==> src/rtl/lsu_pkg.sv <==
// Shared definitions for the load/store controller: opcodes, instruction
// layouts, FSM state and error encodings, and the word-alignment check.
package lsu_pkg;

  localparam int XLEN = 32;

  localparam logic [6:0] OPC_LOAD  = 7'b0000011;
  localparam logic [6:0] OPC_STORE = 7'b0100011;
  localparam logic [2:0] F3_LW     = 3'b010;
  localparam logic [2:0] F3_SW     = 3'b010;

  typedef struct packed {
    logic [11:0] imm;
    logic [4:0]  rs1;
    logic [2:0]  funct3;
    logic [4:0]  rd;
    logic [6:0]  opcode;
  } i_type_t;

  typedef struct packed {
    logic [6:0] imm_11_5;
    logic [4:0] rs2;
    logic [4:0] rs1;
    logic [2:0] funct3;
    logic [4:0] imm_4_0;
    logic [6:0] opcode;
  } s_type_t;

  typedef enum logic [1:0] {
    ST_IDLE,
    ST_REQ,
    ST_WAIT,
    ST_RESP
  } lsu_state_t;

  typedef enum logic [1:0] {
    ERR_NONE     = 2'b00,
    ERR_MISALIGN = 2'b01,
    ERR_TIMEOUT  = 2'b10,
    ERR_ILLEGAL  = 2'b11
  } lsu_err_t;

  // Only full-word accesses exist, so any nonzero low address bit is a fault.
  function automatic logic addr_misaligned(input logic [1:0] addr_lsb);
    return addr_lsb != 2'b00;
  endfunction

endpackage

==> src/rtl/lsu_mem_ctrl_addr_gen.sv <==
// Combinational LW/SW decode, effective-address generation and alignment check.
module lsu_addr_gen
  import lsu_pkg::*;
(
  input  logic [31:0]     instr,
  input  logic [XLEN-1:0] rs1_val,
  output logic            is_load,
  output logic            is_store,
  output logic            illegal,
  output logic [XLEN-1:0] addr,
  output logic            misaligned
);

  i_type_t         ld_fmt;
  s_type_t         st_fmt;
  logic [XLEN-1:0] imm_ext;

  assign ld_fmt = i_type_t'(instr);
  assign st_fmt = s_type_t'(instr);

  assign is_load  = (ld_fmt.opcode == OPC_LOAD)  && (ld_fmt.funct3 == F3_LW);
  assign is_store = (st_fmt.opcode == OPC_STORE) && (st_fmt.funct3 == F3_SW);
  assign illegal  = !(is_load || is_store);

  // Stores split the immediate around the rd slot; loads keep it contiguous.
  always_comb begin
    imm_ext = {{20{ld_fmt.imm[11]}}, ld_fmt.imm};
    if (is_store) begin
      imm_ext = {{20{st_fmt.imm_11_5[6]}}, st_fmt.imm_11_5, st_fmt.imm_4_0};
    end
  end

  assign addr       = rs1_val + imm_ext;
  assign misaligned = addr_misaligned(addr[1:0]);

endmodule

==> src/rtl/lsu_mem_ctrl.sv <==
// LW/SW sequencing controller: one outstanding request/grant/response bus
// transaction. Define LSU_TIMEOUT_EN to enable the REQ/WAIT bus watchdog.
module lsu_mem_ctrl #(
  parameter int XLEN           = 32,
  parameter int TIMEOUT_CYCLES = 16
) (
  input  logic            clk,
  input  logic            rst,
  input  logic            in_valid,
  output logic            in_ready,
  input  logic [31:0]     in_instr,
  input  logic [XLEN-1:0] in_rs1_val,
  input  logic [XLEN-1:0] in_rs2_val,
  output logic            mem_req,
  output logic            mem_we,
  output logic [XLEN-1:0] mem_addr,
  output logic [XLEN-1:0] mem_wdata,
  output logic [3:0]      mem_be,
  input  logic            mem_gnt,
  input  logic            mem_rvalid,
  input  logic [XLEN-1:0] mem_rdata,
  output logic            out_valid,
  input  logic            out_ready,
  output logic            out_wb,
  output logic [4:0]      out_rd,
  output logic [XLEN-1:0] out_data,
  output logic            out_err,
  output logic [1:0]      out_err_code
);

  import lsu_pkg::*;

  lsu_state_t      state_reg, state_next;
  logic [XLEN-1:0] addr_reg, wdata_reg, data_reg;
  logic            we_reg, wb_reg;
  logic [4:0]      rd_reg;
  lsu_err_t        err_reg;

  logic            dec_load, dec_store, dec_illegal, dec_misaligned;
  logic [XLEN-1:0] dec_addr;
  logic            timeout_hit;
  logic            req_active, resp_active;

  lsu_addr_gen u_addr_gen (
    .instr      (in_instr),
    .rs1_val    (in_rs1_val),
    .is_load    (dec_load),
    .is_store   (dec_store),
    .illegal    (dec_illegal),
    .addr       (dec_addr),
    .misaligned (dec_misaligned)
  );

`ifdef LSU_TIMEOUT_EN
  logic [7:0] timer_reg;

  // Held at zero in IDLE so it restarts on every entry into REQ.
  always_ff @(posedge clk) begin
    if (rst || state_reg == ST_IDLE) begin
      timer_reg <= 8'd0;
    end else if (state_reg == ST_REQ || state_reg == ST_WAIT) begin
      timer_reg <= timer_reg + 8'd1;
    end
  end

  assign timeout_hit = (state_reg == ST_REQ || state_reg == ST_WAIT) &&
                       (timer_reg == 8'(TIMEOUT_CYCLES - 1));
`else
  assign timeout_hit = 1'b0;
`endif

  always_ff @(posedge clk) begin
    if (rst) begin
      state_reg <= ST_IDLE;
    end else begin
      state_reg <= state_next;
    end
  end

  // A grant or rvalid arriving in the watchdog's final cycle still completes.
  always_comb begin
    state_next = state_reg;
    case (state_reg)
      ST_IDLE: begin
        if (in_valid) begin
          state_next = (dec_illegal || dec_misaligned) ? ST_RESP : ST_REQ;
        end
      end
      ST_REQ: begin
        if (mem_gnt) begin
          state_next = we_reg ? ST_RESP : ST_WAIT;
        end else if (timeout_hit) begin
          state_next = ST_RESP;
        end
      end
      ST_WAIT: begin
        if (mem_rvalid || timeout_hit) begin
          state_next = ST_RESP;
        end
      end
      ST_RESP: begin
        if (out_ready) begin
          state_next = ST_IDLE;
        end
      end
      default: state_next = ST_IDLE;
    endcase
  end

  always_ff @(posedge clk) begin
    if (rst) begin
      addr_reg  <= '0;
      wdata_reg <= '0;
      data_reg  <= '0;
      we_reg    <= 1'b0;
      wb_reg    <= 1'b0;
      rd_reg    <= 5'd0;
      err_reg   <= ERR_NONE;
    end else begin
      case (state_reg)
        ST_IDLE: begin
          if (in_valid) begin
            addr_reg  <= dec_addr;
            wdata_reg <= in_rs2_val;
            data_reg  <= '0;
            we_reg    <= dec_store;
            wb_reg    <= 1'b0;
            rd_reg    <= dec_load ? in_instr[11:7] : 5'd0;
            if (dec_illegal) begin
              err_reg <= ERR_ILLEGAL;
            end else if (dec_misaligned) begin
              err_reg <= ERR_MISALIGN;
            end else begin
              err_reg <= ERR_NONE;
            end
          end
        end
        ST_REQ: begin
          if (!mem_gnt && timeout_hit) begin
            err_reg <= ERR_TIMEOUT;
          end
        end
        ST_WAIT: begin
          if (mem_rvalid) begin
            data_reg <= mem_rdata;
            wb_reg   <= (rd_reg != 5'd0);
          end else if (timeout_hit) begin
            err_reg <= ERR_TIMEOUT;
          end
        end
        default: ;
      endcase
    end
  end

  // Outputs are forced low while rst is asserted, regardless of prior state.
  assign req_active  = !rst && (state_reg == ST_REQ);
  assign resp_active = !rst && (state_reg == ST_RESP);

  assign in_ready  = !rst && (state_reg == ST_IDLE);

  assign mem_req   = req_active;
  assign mem_we    = req_active && we_reg;
  assign mem_addr  = req_active ? addr_reg  : '0;
  assign mem_wdata = req_active ? wdata_reg : '0;
  assign mem_be    = req_active ? 4'b1111   : 4'b0000;

  assign out_valid    = resp_active;
  assign out_wb       = resp_active && wb_reg;
  assign out_rd       = resp_active ? rd_reg   : 5'd0;
  assign out_data     = resp_active ? data_reg : '0;
  assign out_err      = resp_active && (err_reg != ERR_NONE);
  assign out_err_code = resp_active ? err_reg  : ERR_NONE;

endmodule

==> config.mk <==
export PLATFORM = sky130hd
export DESIGN_NAME = lsu_mem_ctrl
export DESIGN_NICKNAME = d
export VERILOG_FILES = /design/src/rtl/lsu_pkg.sv /design/src/rtl/lsu_mem_ctrl_addr_gen.sv /design/src/rtl/lsu_mem_ctrl.sv
export SDC_FILE = /design/constraint.sdc
export NUM_CORES = 1
export LEC_CHECK = 0
export CORE_MARGIN = 8
export CORE_UTILIZATION = 45
export CTS_CLUSTER_SIZE = 30
export DETAILED_ROUTE_END_ITERATION = 7
export PLACE_DENSITY = 0.82
export SLEW_MARGIN = 20
export SYNTH_ARGS = -nofsm -noshare
export SYNTH_HDL_FRONTEND = slang
export SYNTH_SLANG_ARGS = --single-unit
==> constraint.sdc <==
create_clock -name clk -period 5.15 [get_ports clk]
set_input_delay 1.03 -clock clk [delete_from_list [all_inputs] [get_ports clk]]
set_output_delay 1.03 -clock clk [all_outputs]
set_load 0.02 [all_outputs]
==> impl_metrics.env <==
export IMPL_status="complete, no violations"
export IMPL_fin_hold_ws_ns=0.448
export IMPL_ys_top_cells_by_count="nand2_1 (113), and3_1 (109), dfxtp_1 (107)"
export IMPL_r2r_slack_ns=2.85
export IMPL_route_detailed_drc=0
export IMPL_finalHoldViolCount=0
export IMPL_dieHeight_um=135
export IMPL_setup_tns_final_ns=0
export IMPL_cts_resized=0
export IMPL_start_util_pct=46.1
export IMPL_multiInputGateArea_mm2=0.00392
export IMPL_grt_pass1_wl_mm=33.3
export IMPL_ys_seq_elements=107
export IMPL_yosys_top_cells_area="dfxtp_1 (33%), and3_1 (11%), ha_1 (7.0%)"
export IMPL_gp_congestion=0.934
export IMPL_grt_antenna_before_repair=0
export IMPL_critPathLaunchType="primary input"
export IMPL_drt_pass1_iterations=5
export IMPL_synth_most_common_cell="nand2_1"
export IMPL_fillCellCount=1208
export IMPL_area_growth_pct=43.5
export IMPL_io_pins=247
export IMPL_finClkSkew_ns=0.00622
export IMPL_crit_slowest_cell="clkdlybuf4s50_1"
export IMPL_rows=43
export IMPL_max_stage_delay_ns=0.40
export IMPL_cts_root_buffer="clkbuf_16"
export IMPL_synth_cell_types=70
export IMPL_tightest_slew_ns=0.963
export IMPL_p_per_area_mw_per_mm2=329
export IMPL_timing_fmax_ghz=0.217
export IMPL_synth_top_area_cell="dfxtp_1"
export IMPL_initialDrtViolationCount=398
export IMPL_crit_type="primary input to register"
export IMPL_ctsHoldBuffers=0
export IMPL_cp_required_ns=5.40
export IMPL_path_clk_slew_ns=0.07
export IMPL_post_cts_buffers=0
export IMPL_yosys_warnings=0
export IMPL_power_leakage_uw=0.00393
export IMPL_port_buffers=241
export IMPL_reg2reg_depth=5
export IMPL_cts_buffers=9
export IMPL_hp_start="addr_reg[13]"
export IMPL_critical_path_peak_fanout=6
export IMPL_synth_top_cell_area_share_pct=33.5
export IMPL_syn_nets=983
export IMPL_seqCellArea_mm2=0.00214
export IMPL_grt_max_degree=90
export IMPL_dieWidth_um=135
export IMPL_layout_cells_non_filler=1193
export IMPL_p_clk_share_pct=25.5
export IMPL_endpoint_kind="register"
export IMPL_num_antenna_cells=0
export IMPL_hold_path_depth=2
export IMPL_period_minus_slack_ns=4.60
export IMPL_setup_viol=0
export IMPL_syn_inst=812
export IMPL_reg2reg_from="state_reg[0]"
export IMPL_routed_wl_mm=21.5
export IMPL_p_switching_uw=1140
export IMPL_coreArea_mm2=0.0139
export IMPL_postSynthAreaPerCell_um2=7.89
export IMPL_dp_cells=1177
export IMPL_netlist_area_mm2=0.00640
export IMPL_finalMaxSlewViolations=0
export IMPL_synthArstFlopShare_pct=0
export IMPL_avgRoutedWirePerCell_um=18.0
export IMPL_routed_via_count=6597
export IMPL_cts_tree="done"
export IMPL_synth_edff_count=0
export IMPL_cts_sinks=107
export IMPL_vdd_ir_drop_worst_mv=0.205
export IMPL_fp_dieArea_mm2=0.0183
export IMPL_rsz0062_at_grt="false"
export IMPL_p_comb_share_pct=39.9
export IMPL_p_seq_share_pct=34.5
export IMPL_post_route_period_util_pct=89.3
export IMPL_hold_end="addr_reg[13]"
export IMPL_final_nets=1179
export IMPL_slew_headroom_pct=35.8
export IMPL_cp_arrival_ns=4.85
export IMPL_synth_ff_type="dfxtp_1"
export IMPL_intPower_uw=1880
export IMPL_overflow=0
export IMPL_hold_class="register to register"
export IMPL_timing_rr_end="addr_reg[30]"
export IMPL_drive_gt1_share_pct=5.92
export IMPL_clk_path_buf_depth=2
export IMPL_swShare_pct=37.8
export IMPL_hpwl_mm=15.8
export IMPL_vias_per_cell=5.53
export IMPL_drv_cap=0
export IMPL_clk_latency_ns=0.35
export IMPL_cts_max_level=3
export IMPL_grt_pass1_vias=6270
export IMPL_drtAntennaViolNets=0
export IMPL_ys_seq_area_share_pct=33.5
export IMPL_worstPathCellList="clkdlybuf4s50_1, nor4b_1, and4_1, nand2_1, mux2_2, ha_1, inv_1, fa_1, nor2b_1, o211ai_2, a21o_2, a21oi_4, o211ai_2, a21o_1, and3b_1, o31ai_1"
export IMPL_crit_path_frequent_cell="o211ai_2"
export IMPL_track_usage_pct=22.3
==> layout make-up <==
cell class	count	area share, %
repair buffers	252	27.1
multi-input cells	619	42.7
clock buffers	9	2.45
inverters	19	0.776
well taps	180	2.45
clock inverters	7	1.23
flip-flops and latches	107	23.3
==> power by group through the flow <==
stage	Sequential, uW	Combinational, uW	Clock (uW)
after floorplan	1040	810	0
after global placement	1050	1180	0
after detailed placement	1060	1200	0
after CTS	1040	1200	792
after global routing	1060	1320	822
final	1040	1210	772
==> critical path, delay by kind of cell <==
family	cells	cell delay, ns
compound gates	6	1.19
fa+ha+maj	2	0.55
buf+inv	2	0.46
mux	1	0.28
simple gates	5	1.33
==> stage by stage <==
step / utilization (%) / worst slack, ns / power (uW) / cell area (um^2)
finish: 66.2 / 0.549 / 3020 / 9190
global route: 66.2 / 0.227 / 3200 / 9190
CTS: 66.2 / 0.581 / 3040 / 9190
detailed placement: 63.8 / 0.250 / 2260 / 8850
global placement: 63.8 / 0.355 / 2230 / 8850
floorplan: - / 1.19 / 1850 / 6400
==> worst max-delay path by stage <==
stage | start | to | slack (ns) | depth (start not counted)
5_1_grt | in_instr[6] | addr_reg[30] | 0.23 | 16
3_3_place_gp | in_instr[6] | addr_reg[26] | 0.36 | 16
4_1_cts | in_instr[6] | addr_reg[30] | 0.58 | 16
3_5_place_dp | in_instr[6] | addr_reg[30] | 0.25 | 16
2_1_floorplan | in_instr[6] | addr_reg[30] | 1.19 | 15
6_report | in_instr[6] | addr_reg[30] | 0.55 | 16
==> layer usage <==
layer / up-vias / wire length [um] / track usage (%)
met5: - / 0 / 0
met4: 0 / 587 / 9.44
met3: 33 / 1320 / 4.49
met2: 209 / 10400 / 37.6
met1: 3062 / 9160 / 27.0
li1: 3293 / - / -
==> cells in the final DEF (no fill, tap or decap), drive strengths merged, types with 8 or more instances in the layout <==
cell type	n
inv	20
clkbuf	9
clkdlybuf4s50	240
xor2	10
nor2	66
nand2	113
a21o	22
and3	109
buf	12
nand3	18
a211oi	8
a21oi	66
nor3	9
dfxtp	107
o21ai	23
ha	36
a31oi	8
a22oi	38
==> cell families after synthesis <==
family,count (synthesis),share of synthesized area (%)
compound gates,202,22.2
xor+xnor,17,2.33
fa+ha+maj,37,7.35
buf+inv,86,5.49
flops,107,33.5
mux,7,1.19
simple gates,356,28.0
Power figures use the tool's default switching activity.
